### src/rtl/univ_shift_pkg.sv
`default_nettype none
// ============================================================================
//  Module   : univ_shift_pkg
//  Purpose  : Shared definitions for the sequenced universal shift register.
//             Holds the command encodings, the control state enum and a
//             helper that classifies commands as multi-step or single-cycle.
//  Config   : USR_ARITH_EN - when defined, MODE_ASR counts as a step command.
//  Revision : 1.0 - initial release
// ============================================================================
package univ_shift_pkg;

  // Command encodings carried on the mode input.
  localparam logic [2:0] MODE_NOP  = 3'b000;
  localparam logic [2:0] MODE_SHR  = 3'b001;
  localparam logic [2:0] MODE_SHL  = 3'b010;
  localparam logic [2:0] MODE_LOAD = 3'b011;
  localparam logic [2:0] MODE_ROR  = 3'b100;
  localparam logic [2:0] MODE_ROL  = 3'b101;
  localparam logic [2:0] MODE_ASR  = 3'b110;
  localparam logic [2:0] MODE_RSVD = 3'b111;

  typedef enum logic [1:0] {
    IDLE = 2'd0,
    RUN  = 2'd1,
    DONE = 2'd2
  } state_e;

  // True for commands that consume RUN cycles when the amount is non-zero.
  // Without the arithmetic option, MODE_ASR falls into the NOP class.
  function automatic logic is_step_mode(input logic [2:0] m);
    logic r;
    case (m)
      MODE_SHR, MODE_SHL, MODE_ROR, MODE_ROL: r = 1'b1;
`ifdef USR_ARITH_EN
      MODE_ASR: r = 1'b1;
`endif
      default: r = 1'b0;
    endcase
    return r;
  endfunction

endpackage
`default_nettype wire

### src/rtl/univ_shift_step.sv
`default_nettype none
// ============================================================================
//  Module   : univ_shift_step
//  Purpose  : Combinational single-step next-value function of the universal
//             shift register. Non-step commands return the input unchanged.
//  Ports    : q_i      - current register value
//             mode_i   - latched command
//             msb_i    - serial-in for right shift
//             lsb_i    - serial-in for left shift
//             q_next_o - value after one step
//  Config   : USR_ARITH_EN - builds the sign-replicating right shift.
//  Revision : 1.0 - initial release
// ============================================================================
module univ_shift_step
  import univ_shift_pkg::*;
#(
  parameter int N = 8
) (
  input  logic [N-1:0] q_i,
  input  logic [2:0]   mode_i,
  input  logic         msb_i,
  input  logic         lsb_i,
  output logic [N-1:0] q_next_o
);

  always_comb begin
    q_next_o = q_i;
    case (mode_i)
      MODE_SHR: q_next_o = {msb_i, q_i[N-1:1]};
      MODE_SHL: q_next_o = {q_i[N-2:0], lsb_i};
      MODE_ROR: q_next_o = {q_i[0], q_i[N-1:1]};
      MODE_ROL: q_next_o = {q_i[N-2:0], q_i[N-1]};
`ifdef USR_ARITH_EN
      MODE_ASR: q_next_o = {q_i[N-1], q_i[N-1:1]};
`endif
      default:  q_next_o = q_i;
    endcase
  end

endmodule
`default_nettype wire

### src/rtl/univ_shift_seq.sv
`default_nettype none
// ============================================================================
//  Module   : univ_shift_seq
//  Purpose  : Sequenced universal shift register. Accepts a command under a
//             start/busy/done handshake and applies one shift/rotate step per
//             clock for a programmable count. Loads and NOPs finish at once.
//  Ports    : clk, reset_n (async, active-low)
//             I        - parallel load data      (sampled at accept)
//             MSB, LSB - serial inputs           (sampled every step)
//             mode,amt - command and step count  (sampled at accept)
//             start    - command request; abort - cancel a running command
//             busy     - high while running; done - one-cycle completion
//             Q        - register; so_msb/so_lsb - taps of Q[N-1]/Q[0]
//  Config   : USR_ARITH_EN - enables arithmetic right shift on mode 110.
//  Revision : 1.0 - initial release
// ============================================================================
module univ_shift_seq
  import univ_shift_pkg::*;
#(
  parameter int N  = 8,
  parameter int AW = 4
) (
  input  logic          clk,
  input  logic          reset_n,
  input  logic [N-1:0]  I,
  input  logic          MSB,
  input  logic          LSB,
  input  logic [2:0]    mode,
  input  logic [AW-1:0] amt,
  input  logic          start,
  input  logic          abort,
  output logic          busy,
  output logic          done,
  output logic [N-1:0]  Q,
  output logic          so_msb,
  output logic          so_lsb
);

  state_e        state_q, state_d;
  logic [AW-1:0] cnt_q,   cnt_d;
  logic [2:0]    mode_q,  mode_d;
  logic [N-1:0]  reg_q,   reg_d;
  logic          busy_q,  busy_d;
  logic          done_q,  done_d;

  logic [N-1:0]  w_step;
  logic          w_accept;

  univ_shift_step #(.N(N)) u_step (
    .q_i      (reg_q),
    .mode_i   (mode_q),
    .msb_i    (MSB),
    .lsb_i    (LSB),
    .q_next_o (w_step)
  );

  // abort in any state suppresses acceptance for that cycle.
  assign w_accept = start && !abort && (state_q != RUN);

  always_comb begin
    state_d = state_q;
    cnt_d   = cnt_q;
    mode_d  = mode_q;
    reg_d   = reg_q;

    case (state_q)
      RUN: begin
        if (abort) begin
          // Leave with the partial result; no step, no done pulse.
          state_d = IDLE;
          cnt_d   = '0;
        end else begin
          reg_d = w_step;
          cnt_d = cnt_q - AW'(1);
          if (cnt_q == AW'(1)) begin
            state_d = DONE;
          end
        end
      end
      default: begin
        // IDLE and DONE both accept; DONE otherwise falls back to IDLE.
        state_d = IDLE;
        if (w_accept) begin
          mode_d = mode;
          if (mode == MODE_LOAD) begin
            reg_d = I;
          end
          if (is_step_mode(mode) && (amt != '0)) begin
            state_d = RUN;
            cnt_d   = amt;
          end else begin
            state_d = DONE;
          end
        end
      end
    endcase

    busy_d = (state_d == RUN);
    done_d = (state_d == DONE);
  end

  always_ff @(posedge clk or negedge reset_n) begin
    if (!reset_n) begin
      state_q <= IDLE;
      cnt_q   <= '0;
      mode_q  <= MODE_NOP;
      reg_q   <= '0;
      busy_q  <= 1'b0;
      done_q  <= 1'b0;
    end else begin
      state_q <= state_d;
      cnt_q   <= cnt_d;
      mode_q  <= mode_d;
      reg_q   <= reg_d;
      busy_q  <= busy_d;
      done_q  <= done_d;
    end
  end

  assign busy   = busy_q;
  assign done   = done_q;
  assign Q      = reg_q;
  assign so_msb = reg_q[N-1];
  assign so_lsb = reg_q[0];

endmodule
`default_nettype wire
### config.mk
export PLATFORM = sky130hd
export DESIGN_NAME = univ_shift_seq
export DESIGN_NICKNAME = d
export VERILOG_FILES = /design/src/rtl/univ_shift_pkg.sv /design/src/rtl/univ_shift_step.sv /design/src/rtl/univ_shift_seq.sv
export SDC_FILE = /design/constraint.sdc
export NUM_CORES = 1
export LEC_CHECK = 0
export BUFFER_PORTS_ARGS = -buffer_cell sky130_fd_sc_hd__buf_2
export CAP_MARGIN = 20
export CORE_MARGIN = 2
export CORE_UTILIZATION = 35
export CTS_CLUSTER_SIZE = 8
export DETAILED_ROUTE_END_ITERATION = 10
export PLACE_DENSITY_LB_ADDON = 0.3
export SYNTH_ARGS = -nofsm -noshare
export SYNTH_HDL_FRONTEND = slang
export SYNTH_SLANG_ARGS = --single-unit
### constraint.sdc
create_clock -name clk -period 1.7 [get_ports clk]
set_input_delay 0.085 -clock clk [delete_from_list [all_inputs] [get_ports clk]]
set_output_delay 0.085 -clock clk [all_outputs]
set_load 0.05 [all_outputs]
==> results.py, run 1 <==
metrics = {
    "run_status": {
        "status": "finished clean",
    },
    "floorplanning": {
        "die_area_um2": 4230,
        "pin_count": 33,
        "row_count": 22,
        "die_h_um": 65.0,
        "initial_core_util_pct": 35.9,
        "core_um2": 3630,
        "die_x_um": 65.0,
    },
    "global_route": {
        "globalRoute.totalOverflow": 0,
        "grt_pass1_wl_um": 4710,
        "grt_max_degree": 20,
        "track_usage_pct": 14.3,
        "grt_pass1_vias": 1049,
        "antenna_found_initial": 0,
    },
    "clock_network": {
        "cts_buffer_depth": 2,
        "holdBufCountCts": 1,
        "clock_latency_ps": 260,
        "post_cts_buffers": 0,
        "htreeDepth": 1,
        "clock-sinks": 19,
        "cts-buffers-inserted": 3,
        "cts_tree": "yes",
        "cts_resized": 0,
        "cts_root_buf": "clkbuf_8",
        "clk_pin_slew_worst_paths_ps": 80,
    },
    "yosys": {
        "ys.flop_type": "dfrtp_1",
        "synth.top_cell.area_share_pct": 36.5,
        "netlist_area_um2": 1300,
        "synth_common_cells": "19 x dfrtp_1, 12 x o21ai_0, 11 x nor2_1",
        "ys_seq_area_share_pct": 36.5,
        "ys_ff_latch": 19,
        "synth-edff-count": 0,
        "syn_avg_cell_area_um2": 9.80,
        "synthArstFlopShare_pct": 100,
        "synth_fp_nets": 156,
        "synth_most_common_cell": "dfrtp_1",
        "syn_inst": 133,
        "yosysWarnings": 0,
        "yosysTopAreaCell": "dfrtp_1",
        "synth.area.top_cells": "dfrtp_1 36%, mux2_4 8.1%, o21ai_0 4.6%",
        "synth_cell_type_count": 42,
    },
    "run": {
        "cap_violations": 0,
    },
    "routing": {
        "drtAntennaViolNets": 0,
        "drt-initial-drc-count": 66,
        "wl_per_cell_um": 13.7,
        "wl_um": 2960,
        "remaining_drc_errors": 0,
        "first_pass_iters": 4,
        "num_vias": 1138,
        "vias_per_cell": 5.27,
    },
    "layout": {
        "nets": 192,
        "drive_above_1_share_pct": 38.1,
        "design_area_um2": 1570,
        "fin_cells": 216,
        "diodes": 0,
        "area_delta_synth_final_pct": 20.7,
    },
    "place": {
        "placedCellCount": 211,
        "place_worst_setup_slack_ps": 101,
        "port-buffer-count": 32,
        "post-dp-hpwl_um": 2230,
        "postPlaceCellArea_um2": 1520,
        "gp_routability_congestion": 0.804,
    },
    "timing": {
        "slew_viol_final": 0,
        "tightest_slew_ps": 465,
        "final_hold_viol_count": 0,
        "setup_violations": 0,
        "min_period_ps": 1600,
        "tns_ps": 0,
        "rsz0062_at_grt": "no",
        "fmax_ghz": 0.627,
        "slew_headroom_pct": 69.0,
        "fin_worst_skew_ps": 5.55,
        "finalWorstSetupSlack_ps": 104,
        "post-route-period-util_pct": 93.9,
    },
    "power": {
        "power-per-cell-area_nw_per_um2": 1430,
        "total_leakage_power_nw": 0.720,
        "irDropWorstVdd_uv": 495,
    },
    "critical_path": {
        "cp.arrival_ps": 1740,
        "critPathKind": "reg2reg",
        "crit_required_ps": 1850,
        "critPathCaptureType": "flip-flop",
        "crit_fanout": 8,
        "cp-start-kind": "flip-flop",
    },
    "worst_hold_path": {
        "hp-class": "in2reg",
    },
}
-- cells by family (layout without fill, tap and decap cells) --
| kind of cell | Yosys count | in the layout | share of synthesized area (%) |
|---|---|---|---|
| AOI/OAI and AO/OA | 41 | 41 | 22.4 |
| and+or+nand+nor | 45 | 45 | 22.4 |
| adders and majority gates | 2 | 2 | 1.92 |
| muxes | 9 | 9 | 9.79 |
| buffers and inverters | 17 | 52 | 7.10 |
| DFF | 19 | 19 | 36.5 |
-- cells in the final DEF (no fill, tap or decap), types with 2 or more instances in the layout --
cell type   n
mux2_4      7
a31oi_1     8
or3_1       3
nor3b_2     2
nand3_1     7
a21oi_1     9
buf_2      32
inv_1       7
nand2b_1    3
nand2_1     3
o21ai_0    12
ha_1        2
clkbuf_8    3
nor3_1      2
nand3b_1    4
nor2_1     11
dfrtp_1    19
buf_4       8
mux2_2      2
-- where the power goes --
group / leakage [nW] / internal [mW] / switching (mW) / total (mW)
Clock: 0.0255 / 0.163 / 0.157 / 0.320
Combinational: 0.463 / 0.411 / 0.749 / 1.16
Sequential: 0.231 / 0.596 / 0.173 / 0.769
-- worst paths after layout --
path | from | slack [ps] | cells after the start | to
setup / recovery | mode_q[0]$_DFFE_PN0P_ | 100 | 4 | Q[6]$_DFFE_PN0P_
hold / removal | start | 120 | 3 | done$_DFF_PN0_
setup reg to reg | mode_q[0]$_DFFE_PN0P_ | 100 | 4 | Q[6]$_DFFE_PN0P_
hold reg to reg | cnt_q[3]$_DFFE_PN0P_ | 550 | 2 | cnt_q[3]$_DFFE_PN0P_
max in group asynchronous | reset_n | 1070 | 2 | cnt_q[2]$_DFFE_PN0P_
min in group asynchronous | reset_n | 300 | 2 | Q[3]$_DFFE_PN0P_
-- routing by layer --
layer | vias to the layer above | global-route usage (%) | share of wire, %
met4 | 0 | 3.13 | 0.54
met1 | 534 | 16.8 | 44
met3 | 2 | 4.17 | 7.1
met5 | - | 0 | 0
li1 | 561 | - | -
met2 | 41 | 25.6 | 48
-- stage by stage --
step	utilization (%)	hold slack [ps]	power [mW]
floorplan	-	-211	1.67
global placement	41.8	59.6	1.91
detailed placement	41.8	61.7	1.94
CTS	43.3	118	2.26
global route	43.3	118	2.38
finish	43.3	122	2.25
-- critical path: stages (launching register included) --
cell	delay, ps
dfrtp_1	450
or3_1	410
a21oi_2	210
nor2_4	100
mux2_4	310
-- registers in the layout, summed over array words and instances, names as in the netlist --
name and count:
state_q 2, cnt_q 4, done 1, busy 1, Q 8, mode_q 3
-- cell type report --
class,count,area (µm²)
clock buffer,3,41.3
clock inverter,1,5.00
fill,376,2060
inverter,7,26.3
multi-input combinational,97,736
sequential,19,475
tap,48,60.1
timing repair buffer,41,230
Power figures use the tool's default switching activity.
==> run 2, diff against run 1 <==
CAP_MARGIN = unset   (was 20)
CELL_PAD_IN_SITES_DETAIL_PLACEMENT = 1   (was unset)
CELL_PAD_IN_SITES_GLOBAL_PLACEMENT = 2   (was unset)
CORE_UTILIZATION = 32   (was 35)
==> results.py, run 2 (synthesis gave the netlist of run 1 again) <==
metrics = {
    "run_status": {
        "status": "finished clean",
    },
    "layout": {
        "diodes": 0,
        "nets": 191,
        "mostFrequentLayoutCells": "32 x buf_2, 18 x dfrtp_1, 12 x o21ai_0",
        "area_delta_synth_final_pct": 20.4,
        "fill_cells": 492,
        "fin_cells": 217,
        "drive_above_1_share_pct": 38.3,
        "layout.cells.most_common": "buf_2",
        "largest_reg_flops": 8,
    },
    "clock_network": {
        "clock_latency_ps": 270,
        "cts_buffer_depth": 2,
        "clk_pin_slew_worst_paths_ps": 80,
        "clock-sinks": 19,
        "cts_root_buf": "clkbuf_8",
        "cts-buffers-inserted": 3,
        "post_cts_buffers": 0,
        "cts_tree": "yes",
        "htreeDepth": 1,
    },
    "floorplanning": {
        "row_count": 23,
        "die_area_um2": 4600,
        "core_um2": 3970,
        "die_x_um": 67.8,
        "die_h_um": 67.8,
        "pin_count": 33,
        "initial_core_util_pct": 32.8,
    },
    "timing": {
        "tns_ps": 0,
        "setup_violations": 0,
        "rsz0062_at_grt": "no",
        "fmax_ghz": 0.628,
        "fin_worst_skew_ps": 5.94,
        "tightest_slew_ps": 456,
        "slew_headroom_pct": 69.6,
        "post-route-period-util_pct": 93.7,
        "min_period_ps": 1590,
        "final_hold_viol_count": 0,
        "slew_viol_final": 0,
    },
    "global_route": {
        "antenna_found_initial": 0,
        "track_usage_pct": 17.7,
        "grt_pass1_vias": 1208,
        "grt_pass1_wl_um": 5980,
        "globalRoute.totalOverflow": 0,
        "grt_max_degree": 20,
    },
    "power": {
        "total_leakage_power_nw": 0.714,
        "power-per-cell-area_nw_per_um2": 1450,
        "irDropWorstVdd_uv": 615,
    },
    "routing": {
        "drt-initial-drc-count": 46,
        "wl_um": 3450,
        "wl_per_cell_um": 15.9,
        "num_vias": 1154,
        "vias_per_cell": 5.32,
        "first_pass_iters": 4,
        "drtAntennaViolNets": 0,
        "remaining_drc_errors": 0,
    },
    "place": {
        "port-buffer-count": 32,
        "gp_routability_congestion": 0.783,
        "placedCellCount": 212,
        "post-dp-hpwl_um": 2680,
    },
    "run": {
        "cap_violations": 0,
    },
    "critical_path": {
        "crit_chain": "nor3b_2 > a41oi_2 > nor2_4 > mux2_4",
        "cp.arrival_ps": 1740,
        "path_buf_inv": 0,
        "crit_slowest_cell": "dfrtp_1",
        "crit_fanout": 7,
        "crit_required_ps": 1850,
        "critical-path-max-stage-delay_ps": 400,
        "critPathKind": "reg2reg",
        "cpLargestDelayFamily": "simple AND/OR/NAND/NOR gates",
        "cp-start-kind": "flip-flop",
        "critPathCaptureType": "flip-flop",
    },
    "worst_hold_path": {
        "hp-class": "in2reg",
    },
}
-- run 2: cell count changes in the layout (fill, tap and decap cells not counted), sizes merged --
| cell | delta |
|---|---|
| buf | -1 |
-- run 2: repair_timing --
action | 4_1_cts | 5_1_grt
endpoints found under the hold margin | 19 | 0
gates resized for setup | 0 | 1
hold buffers | 1 | 0
endpoints found under the setup margin | 0 | 8
-- run 2: layout make-up --
type / count / area [µm²] / area share (%)
Clock buffer: 3 / 41.3 / 2.63
Clock inverter: 1 / 5.00 / 0.319
Inverter: 7 / 26.3 / 1.67
Multi-Input combinational cell: 97 / 736 / 46.9
Sequential cell: 19 / 477 / 30.4
Tap cell: 50 / 62.6 / 3.98
Timing Repair Buffer: 40 / 223 / 14.2
-- run 2: per-layer routing --
metal  global-route usage [%]  part of all wire (%)  vias up
met5                        0                     0        -
met4                     8.25                   2.1        0
met3                     1.64                   2.8        5
met2                     28.9                    48       19
met1                     23.5                    47      573
li1                         -                     -      557
-- run 2: report_power, final --
group	total [mW]	internal [mW]	switching, mW
Combinational	1.17	0.407	0.765
Clock	0.332	0.164	0.168
Sequential	0.774	0.597	0.177
-- run 2: path summary, 6_finish.rpt --
check                                     startpoint                     to  slack, ps  cells after the start
worst max-delay path            state_q[1]$_DFF_PN0_       Q[3]$_DFFE_PN0P_        110                      4
worst max register to register  state_q[1]$_DFF_PN0_       Q[3]$_DFFE_PN0P_        110                      4
worst min-delay path                         mode[0]  mode_q[0]$_DFFE_PN0P_        100                      2
max in group asynchronous                    reset_n  mode_q[2]$_DFFE_PN0P_       1060                      2
min in group asynchronous                    reset_n   state_q[0]$_DFF_PN0_        300                      2
worst min register to register  cnt_q[3]$_DFFE_PN0P_   cnt_q[3]$_DFFE_PN0P_        550                      2
-- run 2: per-stage QoR --
stage               area, µm²  hold WS [ps]  power, mW  worst slack (ps)  utilization [%]
finish                   1570           101       2.28               108             39.5
global route             1570           113       2.44              12.4             39.5
CTS                      1570          90.0       2.31              39.6             39.5
detailed placement       1510          63.1       1.96              65.7             38.1
global placement         1510          61.4       1.92               122             38.1
floorplan                1300          -211       1.67               183                -
